File: src/rtl/booth_pkg.sv
// Shared types for the radix-4 Booth sequential multiplier:
// FSM state encoding, Booth digit encoding and the iteration-count helper.
package booth_pkg;

    typedef enum logic [1:0] {IDLE, CALC, DONE} state_e;

    typedef enum logic [2:0] {ZERO, POS1, POS2, NEG1, NEG2} booth_digit_e;

    // Unsigned operands carry two extra zero bits so the top Booth digit
    // never reads a sign bit, which costs one more iteration.
    function automatic int calc_iter(input int width, input bit is_signed);
        return is_signed ? width / 2 : width / 2 + 1;
    endfunction

endpackage

File: src/rtl/booth_r4_enc.sv
// Radix-4 Booth recoder: three overlapping multiplier bits select one of
// {0, +A, +2A, -A, -2A}. A arrives already sign/zero-extended to WIDTH+2
// bits, which is wide enough that the doubled and negated copies never wrap.
module booth_r4_enc
    import booth_pkg::*;
#(
    parameter int WIDTH = 192
) (
    input  logic [2:0]       i_bits,
    input  logic [WIDTH+1:0] i_a,
    output booth_digit_e     o_digit,
    output logic [WIDTH+1:0] o_mult
);

    localparam int AW = WIDTH + 2;

    logic [AW-1:0] w_a2;
    assign w_a2 = {i_a[AW-2:0], 1'b0};

    // Recode the bit triplet and pick the matching multiple of A
    always_comb begin
        o_digit = ZERO;
        o_mult  = '0;
        case (i_bits)
            3'b001, 3'b010: o_digit = POS1;
            3'b011:         o_digit = POS2;
            3'b100:         o_digit = NEG2;
            3'b101, 3'b110: o_digit = NEG1;
            default:        o_digit = ZERO;
        endcase
        case (o_digit)
            POS1:    o_mult = i_a;
            POS2:    o_mult = w_a2;
            NEG1:    o_mult = '0 - i_a;
            NEG2:    o_mult = '0 - w_a2;
            default: o_mult = '0;
        endcase
    end

endmodule

File: src/rtl/booth_r4_seq.sv
// Sequential radix-4 Booth multiplier, two multiplier bits per cycle.
// Optional macro BOOTH_R4_OUT_REG_EN adds one register stage on c/done.
// The running product is {r_acc, r_mul}: the accumulator shifts right by
// two each cycle and its low bits fill the multiplier register as the
// multiplier bits are consumed, so after the last step the register pair
// holds the full product.
module booth_r4_seq
    import booth_pkg::*;
#(
    parameter int WIDTH  = 192,
    parameter bit SIGNED = 1
) (
    input  logic               clk,
    input  logic               rst,
    input  logic               start,
    input  logic [WIDTH-1:0]   a,
    input  logic [WIDTH-1:0]   b,
    output logic               busy,
    output logic               done,
    output logic [2*WIDTH-1:0] c
);

    localparam int ITER = calc_iter(WIDTH, SIGNED);
    localparam int AW   = WIDTH + 2;
    localparam int MW   = 2 * ITER;
    localparam int CW   = $clog2(ITER + 1);
    localparam int PHI  = 2 * WIDTH - MW;

    state_e             r_state;
    logic [AW-1:0]      r_a;
    logic [AW-1:0]      r_acc;
    logic [MW-1:0]      r_mul;
    logic               r_prev;
    logic [CW-1:0]      r_cnt;
    logic               r_busy;
    logic               r_done;
    logic [2*WIDTH-1:0] r_c;

    logic [AW-1:0]      w_a_ext;
    logic [MW-1:0]      w_b_ext;
    booth_digit_e       w_digit;
    logic [AW-1:0]      w_mult;
    logic [AW-1:0]      w_sum;
    logic [AW-1:0]      w_acc_nxt;
    logic [MW-1:0]      w_mul_nxt;
    logic [2*WIDTH-1:0] w_prod;

    generate
        if (SIGNED) begin : g_sgn
            assign w_a_ext = {{2{a[WIDTH-1]}}, a};
            assign w_b_ext = b;
        end else begin : g_uns
            assign w_a_ext = {2'b00, a};
            assign w_b_ext = {2'b00, b};
        end
    endgenerate

    booth_r4_enc #(.WIDTH(WIDTH)) u_enc (
        .i_bits  ({r_mul[1:0], r_prev}),
        .i_a     (r_a),
        .o_digit (w_digit),
        .o_mult  (w_mult)
    );

    // Partial sums stay within [-2A, 2A), so WIDTH+2 bits never overflow
    assign w_sum     = (w_digit == ZERO) ? r_acc : r_acc + w_mult;
    assign w_acc_nxt = {{2{w_sum[AW-1]}}, w_sum[AW-1:2]};
    assign w_mul_nxt = {w_sum[1:0], r_mul[MW-1:2]};
    assign w_prod    = {w_acc_nxt[PHI-1:0], w_mul_nxt};

    // Control FSM and datapath registers; DONE can chain straight into CALC
    always_ff @(posedge clk or negedge rst) begin
        if (!rst) begin
            r_state <= IDLE;
            r_busy  <= 1'b0;
            r_done  <= 1'b0;
            r_c     <= '0;
            r_cnt   <= '0;
            r_acc   <= '0;
            r_a     <= '0;
            r_mul   <= '0;
            r_prev  <= 1'b0;
        end else begin
            r_done <= 1'b0;
            case (r_state)
                IDLE, DONE: begin
                    if (start) begin
                        r_state <= CALC;
                        r_busy  <= 1'b1;
                        r_a     <= w_a_ext;
                        r_mul   <= w_b_ext;
                        r_prev  <= 1'b0;
                        r_acc   <= '0;
                        r_cnt   <= CW'(ITER - 1);
                    end else begin
                        r_state <= IDLE;
                    end
                end
                CALC: begin
                    r_acc  <= w_acc_nxt;
                    r_mul  <= w_mul_nxt;
                    r_prev <= r_mul[1];
                    if (r_cnt == '0) begin
                        r_state <= DONE;
                        r_busy  <= 1'b0;
                        r_done  <= 1'b1;
                        r_c     <= w_prod;
                    end else begin
                        r_cnt <= r_cnt - 1'b1;
                    end
                end
                default: r_state <= IDLE;
            endcase
        end
    end

    assign busy = r_busy;

`ifdef BOOTH_R4_OUT_REG_EN
    logic               r_done_q;
    logic [2*WIDTH-1:0] r_c_q;

    // Extra output stage: adds one cycle of latency, not a throughput bubble
    always_ff @(posedge clk or negedge rst) begin
        if (!rst) begin
            r_done_q <= 1'b0;
            r_c_q    <= '0;
        end else begin
            r_done_q <= r_done;
            r_c_q    <= r_c;
        end
    end

    assign done = r_done_q;
    assign c    = r_c_q;
`else
    assign done = r_done;
    assign c    = r_c;
`endif

endmodule

File: config.mk
export PLATFORM = sky130hd
export DESIGN_NAME = booth_r4_seq
export DESIGN_NICKNAME = d
export VERILOG_FILES = /design/src/rtl/booth_pkg.sv /design/src/rtl/booth_r4_enc.sv /design/src/rtl/booth_r4_seq.sv
export SDC_FILE = /design/constraint.sdc
export NUM_CORES = 2
export LEC_CHECK = 0
export CORE_MARGIN = 5
export CORE_UTILIZATION = 23
export CTS_BUF_LIST = sky130_fd_sc_hd__clkbuf_16
export DETAILED_ROUTE_END_ITERATION = 10
export PLACE_DENSITY = 0.49
export SETUP_SLACK_MARGIN = 0.15
export SLEW_MARGIN = 40
export SYNTH_ARGS = -nofsm -noshare
export SYNTH_HDL_FRONTEND = slang
export SYNTH_SLANG_ARGS = --single-unit
File: constraint.sdc
create_clock -name clk -period 7.91 [get_ports clk]
set_input_delay 1.582 -clock clk [delete_from_list [all_inputs] [get_ports clk]]
set_output_delay 1.582 -clock clk [all_outputs]
set_load 0.01 [all_outputs]
# [Word-level counts from Yosys, hierarchy flattened]
# Index checks and enable logic that the tools add are counted.
[classes] n_mux=20 add_sub_neg=4 bitwise=0 mul=0 magnitude_cmp=0 shifts=0 n_reduce_logical=12 n_div=0 eq_ne=15
[op_table] op="194-bit case mux with 4 select lines" count=1
[op_table] op="194-bit 2-to-1 mux" count=2
[op_table] op="194-bit case mux with 2 select lines" count=1
[op_table] op="192-bit case mux with 2 select lines" count=1
[op_table] op="194-bit adder" count=1
[op_table] op="1-bit by 193-bit subtractor with 194-bit output (first input constant)" count=1
[op_table] op="1-bit by 192-bit subtractor with 193-bit output (first input constant)" count=1
[op_table] op="192-bit 2-to-1 mux" count=1
[op_table] op="7-bit 2-to-1 mux" count=2
[op_table] op="7-bit case mux with 2 select lines" count=1
[op_table] op="3-bit by 2-bit == test with 1-bit output (second input constant)" count=4
[op_table] op="3-bit == test (second input constant)" count=4
[op_table] op="3-bit case mux with 4 select lines" count=1
[op_table] op="7-bit zero test" count=1
[op_table] op="7-bit by 1-bit subtractor with 7-bit output (second input constant)" count=1
[op_table] op="3-bit by 1-bit == test with 1-bit output (second input constant)" count=2
[op_table] op="1-bit 2-to-1 mux" count=6
[op_table] op="2-bit != test (second input constant)" count=3
[op_table] op="2-bit AND reduction" count=3
[op_table] op="3-bit AND reduction" count=2
[op_table] op="2-bit OR reduction" count=3
[op_table] op="1-bit case mux with 2 select lines" count=2
[op_table] op="2-bit case mux with 2 select lines" count=1
[op_table] op="3-bit zero test" count=1
[op_table] op="5 further kinds" count=5
[totals] memories=0 wordCells=60 in_bits=387 regBits=974 latch_bits=0 mem_bits_rw=0 output_inout_bits=386 mem_bits_ro=0

# [Depth between registers and ports, before layout]
[logic_depth] depth_word=8 depth_mapped=29 mapped_depth_nobuf=27

# [Modules after synthesis]
# Synthesis repeated with hierarchy kept, for this count alone.
[hier_totals] hier_cells=8431 area_unflattened_um2=64260.4
[by_module_without_submodules] module="booth_r4_seq" cells_each=6444 area_per_inst_um2=52645.5 n_inst=1
[by_module_without_submodules] module="booth_r4_enc" cells_each=1987 area_per_inst_um2=11614.9 n_inst=1

# [Least setup slack after synthesis]
# Ideal clock, no wire load.
[synth_timing] kind="reg2reg" start="register r_a[23]" end="register r_c[344] (netlist: c[344])" path_buffers=5 t_required_ps=7785 stages_incl_launch_ff=29 setup_time_ps=125 synth_period_minus_slack_ps=6793 arrival_ps=6668 path_slack_ps=1117 path_cell_list="dfrtp_1 buf_2 or4_4 or3_1 buf_2 or3_1 buf_2 or2_1 buf_2 nor3_4 nand2b_1 or4_1 nand3_1 o21ai_0 a221o_1 ha_1 clkbuf_1 nand4_1 nor4_1 a221oi_1 a21oi_1 a221o_1 o21a_1 a41oi_1 o41ai_1 a21boi_0 nand4_1 o311ai_1 mux2_2"
[synth_via] elab_chain_cells=4 word_cells_on_any_way=5 classes_between="add/sub: 3; mux: 2"
[synth_lines] element="from (decl)" line_no="booth_r4_seq.sv:30" text="logic [AW-1:0] r_a;"
[synth_lines] element="from (signal assigned)" line_no="booth_r4_seq.sv:90" text="r_a <= w_a_ext;"
[synth_lines] element="1-bit by 193-bit subtractor with 194-bit output / 1-bit by 192-bit subtractor with 193-bit output (equally long branches)" line_no="booth_r4_enc.sv:35, booth_r4_enc.sv:34"
[synth_lines] element="194-bit case mux with 4 select lines *" line_no="booth_r4_enc.sv:31" text="case (o_digit)"
[synth_lines] element="194-bit adder *" line_no="booth_r4_seq.sv:66" text="assign w_sum = (w_digit == ZERO) ? r_acc : r_acc + w_mult;"
[synth_lines] element="194-bit 2-to-1 mux *" line_no="booth_r4_seq.sv:66"
[synth_lines] element="to (signal assigned)" line_no="booth_r4_seq.sv:107" text="r_c <= w_prod;"
[synth_lines] element="to (decl)" line_no="booth_r4_seq.sv:37" text="logic [2*WIDTH-1:0] r_c;"
# Every way passes the cells marked *; elsewhere a longest branch is shown, timed or not.
# A chain may end at the register's enable or synchronous reset.

# [Worst setup path in the final report]
[layout_timing] start="register r_a[25]" end="register r_acc[192]"
[layout_via] elab_chain_cells=5 word_cells_on_any_way=6 classes_between="add/sub: 3; mux: 3"
[layout_lines] element="1-bit by 193-bit subtractor with 194-bit output / 1-bit by 192-bit subtractor with 193-bit output (equally long branches)" line_no="booth_r4_enc.sv:35, booth_r4_enc.sv:34"
[layout_lines] element="194-bit case mux with 4 select lines *" line_no="booth_r4_enc.sv:31"
[layout_lines] element="194-bit adder *" line_no="booth_r4_seq.sv:66"
[layout_lines] element="194-bit 2-to-1 mux *" line_no="booth_r4_seq.sv:66"
[layout_lines] element="194-bit case mux with 2 select lines *" line_no="booth_r4_seq.sv:85" text="case (r_state)"
[layout_lines] element="to (signal assigned)" line_no="booth_r4_seq.sv:100" text="r_acc <= w_acc_nxt;"
[layout_lines] element="to (decl)" line_no="booth_r4_seq.sv:31" text="logic [AW-1:0] r_acc;"
# Marked as above.

==> results.md <==
- Final cell area excluding filler cells: between 0.08 and 0.09 mm^2
- Crit path kind: reg2reg
- Status: finished, final reports clean
- Multi-input logic area: 0.0375 mm^2
- Tcrit/Tclk final: approximately 96%
- Filler cell count: 29673
- Peak per-stage delay on the critical path: 0.55 ns
- Switching share of power: between 40 and 50%
- Final setup vio count: 0
- Drt pass-1 iters: 6
- Initial Util: roughly 23%
- Setup TNS: 0 ns
- CP Launch Type: flop
- Die area: 0.289 mm^2
- Cells after synthesis: 8347
- Setup Skew: ~0.088 ns
- Total gr overflow: 0
- Post-Place Cell Area: just over 0.08 mm^2
- Layout area overhead: 36.8%
- Seq/Total Area, Yosys: 38.0%
- Number of hold buffers added after cts: 0
- Critical-path top delay cell: or4_4
- Syn_area_per_cell: 7.67 um^2
- WP data arrival: between 8 and 9 ns
- Synth Cell Area: 0.0640 mm^2
- Die H: 538 um
- Synth area leader: dfrtp_1
- 1st-iter DRT viols: 6131
- Critical path required time: 8.54 ns
- Cells taking the most area after synthesis: dfrtp_1 (38%), nand2_1 (15%), o21ai_0 (5.0%)
- Internal: 0.0146 W
- Crit-path max FO: 6
- Nets: between 10000 and 15000
- P_sw: approximately 0.011 W
- Post-synth ARST share: 100%
- Port Buf Inserts: a little under 800
- Yosys top cell area share: 38.0%
- Sequential Area: 0.0243 mm^2
- Post-synthesis cell type count: just over 90
- Dpl hpwl: between 200 and 300 mm
- Worst skew pair latency: 0.82 ns
- RSZ-0062 raised after global routing: yes
- Pleak: about 40 nW
- Vias: between 60000 and 70000
- Number of global-route vias before repair: 67569
- Synth warn: 0
- Gp weighted congestion: between 0.9 and 1
- Die W: 538 um
- Num rows: 193
- H-tree depth: 3
- Clk network pwr share: around 24%
- Number of synthesized flops with an enable pin: 0
- Flops & latches, synth: 972
- Deepest clock path buffer count: 3
- Main synth FF type: dfrtp_1
- Final hold violation count: 0
- Crit path time final: about 7.6 ns
- Relative slew slack: 39.6%
- Slew @ Worst Pin: ~0.91 ns
- CTS Root Cell: clkbuf_16
- Ports: 773
- Logic pwr share: between 40% and 50%
- Min-delay worst type: reg2reg
- Slew Viols, Final: 0
- Maximum vdd drop: 0.199 mV
- DRC viols: 0
- Commonest non-fill, non-tap cells in the layout: nand2_1 (2555), buf_4 (1034), dfrtp_1 (969), clkdlybuf4s50_1 (771), o21ai_0 (631)
- Power Density: 289 mW/mm^2
- Via-to-Cell Ratio: 5.06
- Crit path max-delay family: simple AND/OR/NAND/NOR gates
- Share of layout cells above drive strength 1: 15.2%
- CP dominant cell by count: buf_4
- Max-Cap Viols: 0
- CTS tree: yes
- Wirelength, routed: 343 mm
- Core footprint: 0.277 mm^2
- Worst path bufs/invs: 6
- WL/cell: about 25 um
- Setup crit end kind: flop
- Synth Net Count: 8931
- Global-route wire length before repair: between 400 and 500 mm
- Clock sinks: 972
- Initial antenna violation count: 28
- Clock slew at reported path FFs: around 0.060 ns
- GRT Total Usage: roughly 23%
- ANT nets after route: 0
- Post-layout util: 31.6%
- Num CTS Buffers: 121
- Largest net degree at the start of global routing: 145
- Peak Freq: 131 MHz
- Most common cell after layout, fill and taps aside: nand2_1
- Share of power burned in registers: 27.2%
## synth_stat cells (24+ instances only)
master    count
nor4_1       62
xnor2_1     269
or3_1        85
nand2b_1     43
nand4_1     145
dfrtp_1     972
nand2_1    2559
a21o_1       90
a31oi_1      77
mux2i_1      56
nor2_1      436
nor3_1      135
o21ai_0     645
inv_1        91
xor2_1      201
a221oi_1     81
nand3_1     114
clkbuf_1    571
ha_1        196
a22o_1       95
or2_2        38
mux2_2       36
a21oi_1     516
o221ai_1     36
o21bai_1     72
a22oi_1     282
buf_1        48
and3_1       24
or4_1        32
o21a_1       36
## logic make-up after synthesis
logic type                 count (synthesis)  share of synthesized area (%)
muxes                                     92                           1.51
DFF                                      972                           38.0
buffers and inverters                    725                           4.28
and+or+nand+nor                         3761                           24.9
adders and majority gates                197                           3.86
AOI/OAI and AO/OA                       2129                           21.0
xor gates and xnor gates                 471                           6.46
## through the flow
stage	std cells	setup WS, ns	hold slack (ns)	power (W)
CTS	13478	0.153	0.451	0.0252
floorplan	8347	1.12	0.453	0.0126
detailed placement	13248	-0.495	0.461	0.0189
global placement	13244	-0.486	0.458	0.0190
global route	13496	0.105	0.467	0.0267
finish	13503	0.289	0.445	0.0253
## layer usage
layer	global-route usage (%)	vias to the layer above	wire, um
li1	-	31708	-
met1	30.0	33499	148000
met2	36.2	2576	154000
met3	4.28	523	23000
met4	9.90	22	17600
met5	0	-	154
## cell type report
class / instances / share of cell area [%]
multi-input cells: 6650 / 42.9
clock inverters: 106 / 1.48
clock buffers: 121 / 3.46
repair buffers: 1848 / 18.7
flip-flops and latches: 972 / 27.8
diodes: 9 / 0.0257
inverters: 92 / 0.404
well taps: 3705 / 5.29
## worst paths after layout
kind,from,to,slack [ns],depth (start not counted)
worst max-delay path,r_a[25],r_acc[192],0.29,27
worst min-delay path,r_mul[16],c[14],0.45,2
worst max register to register,r_a[25],r_acc[192],0.29,27
worst min register to register,r_mul[16],c[14],0.45,2
max in group asynchronous,rst,r_a[186],5.42,5
min in group asynchronous,rst,c[14],0.65,1
## repair_timing
| action | CTS | global route |
|---|---|---|
| gates resized for setup | 18 | 83 |
| pin swaps | 2 | 14 |
| gates cloned | 0 | 0 |
| endpoints found under the setup margin | 42 | 148 |
| setup buffers | 3 | 8 |
## tightest hold or removal path, cell delays in order (launching register included)
cell,delay (ns)
dfrtp_1,0.36
nand2_1,0.06
nand2_1,0.05
## flip-flops by register name, summed over array words and instances, names as in the netlist
name and count:
r_a 192, r_prev 1, r_acc 192, busy 1, r_state 2, done 1
c 384, r_cnt 7, r_mul 192
## power by group through the flow
stage,clock network [W],logic (W),registers (W)
floorplan,0,0.00619,0.00641
global placement,0,0.0120,0.00692
detailed placement,0,0.0120,0.00692
CTS,0.00627,0.0121,0.00685
global route,0.00646,0.0133,0.00694
finish,0.00609,0.0123,0.00688
(Power assumes the default switching activity.)
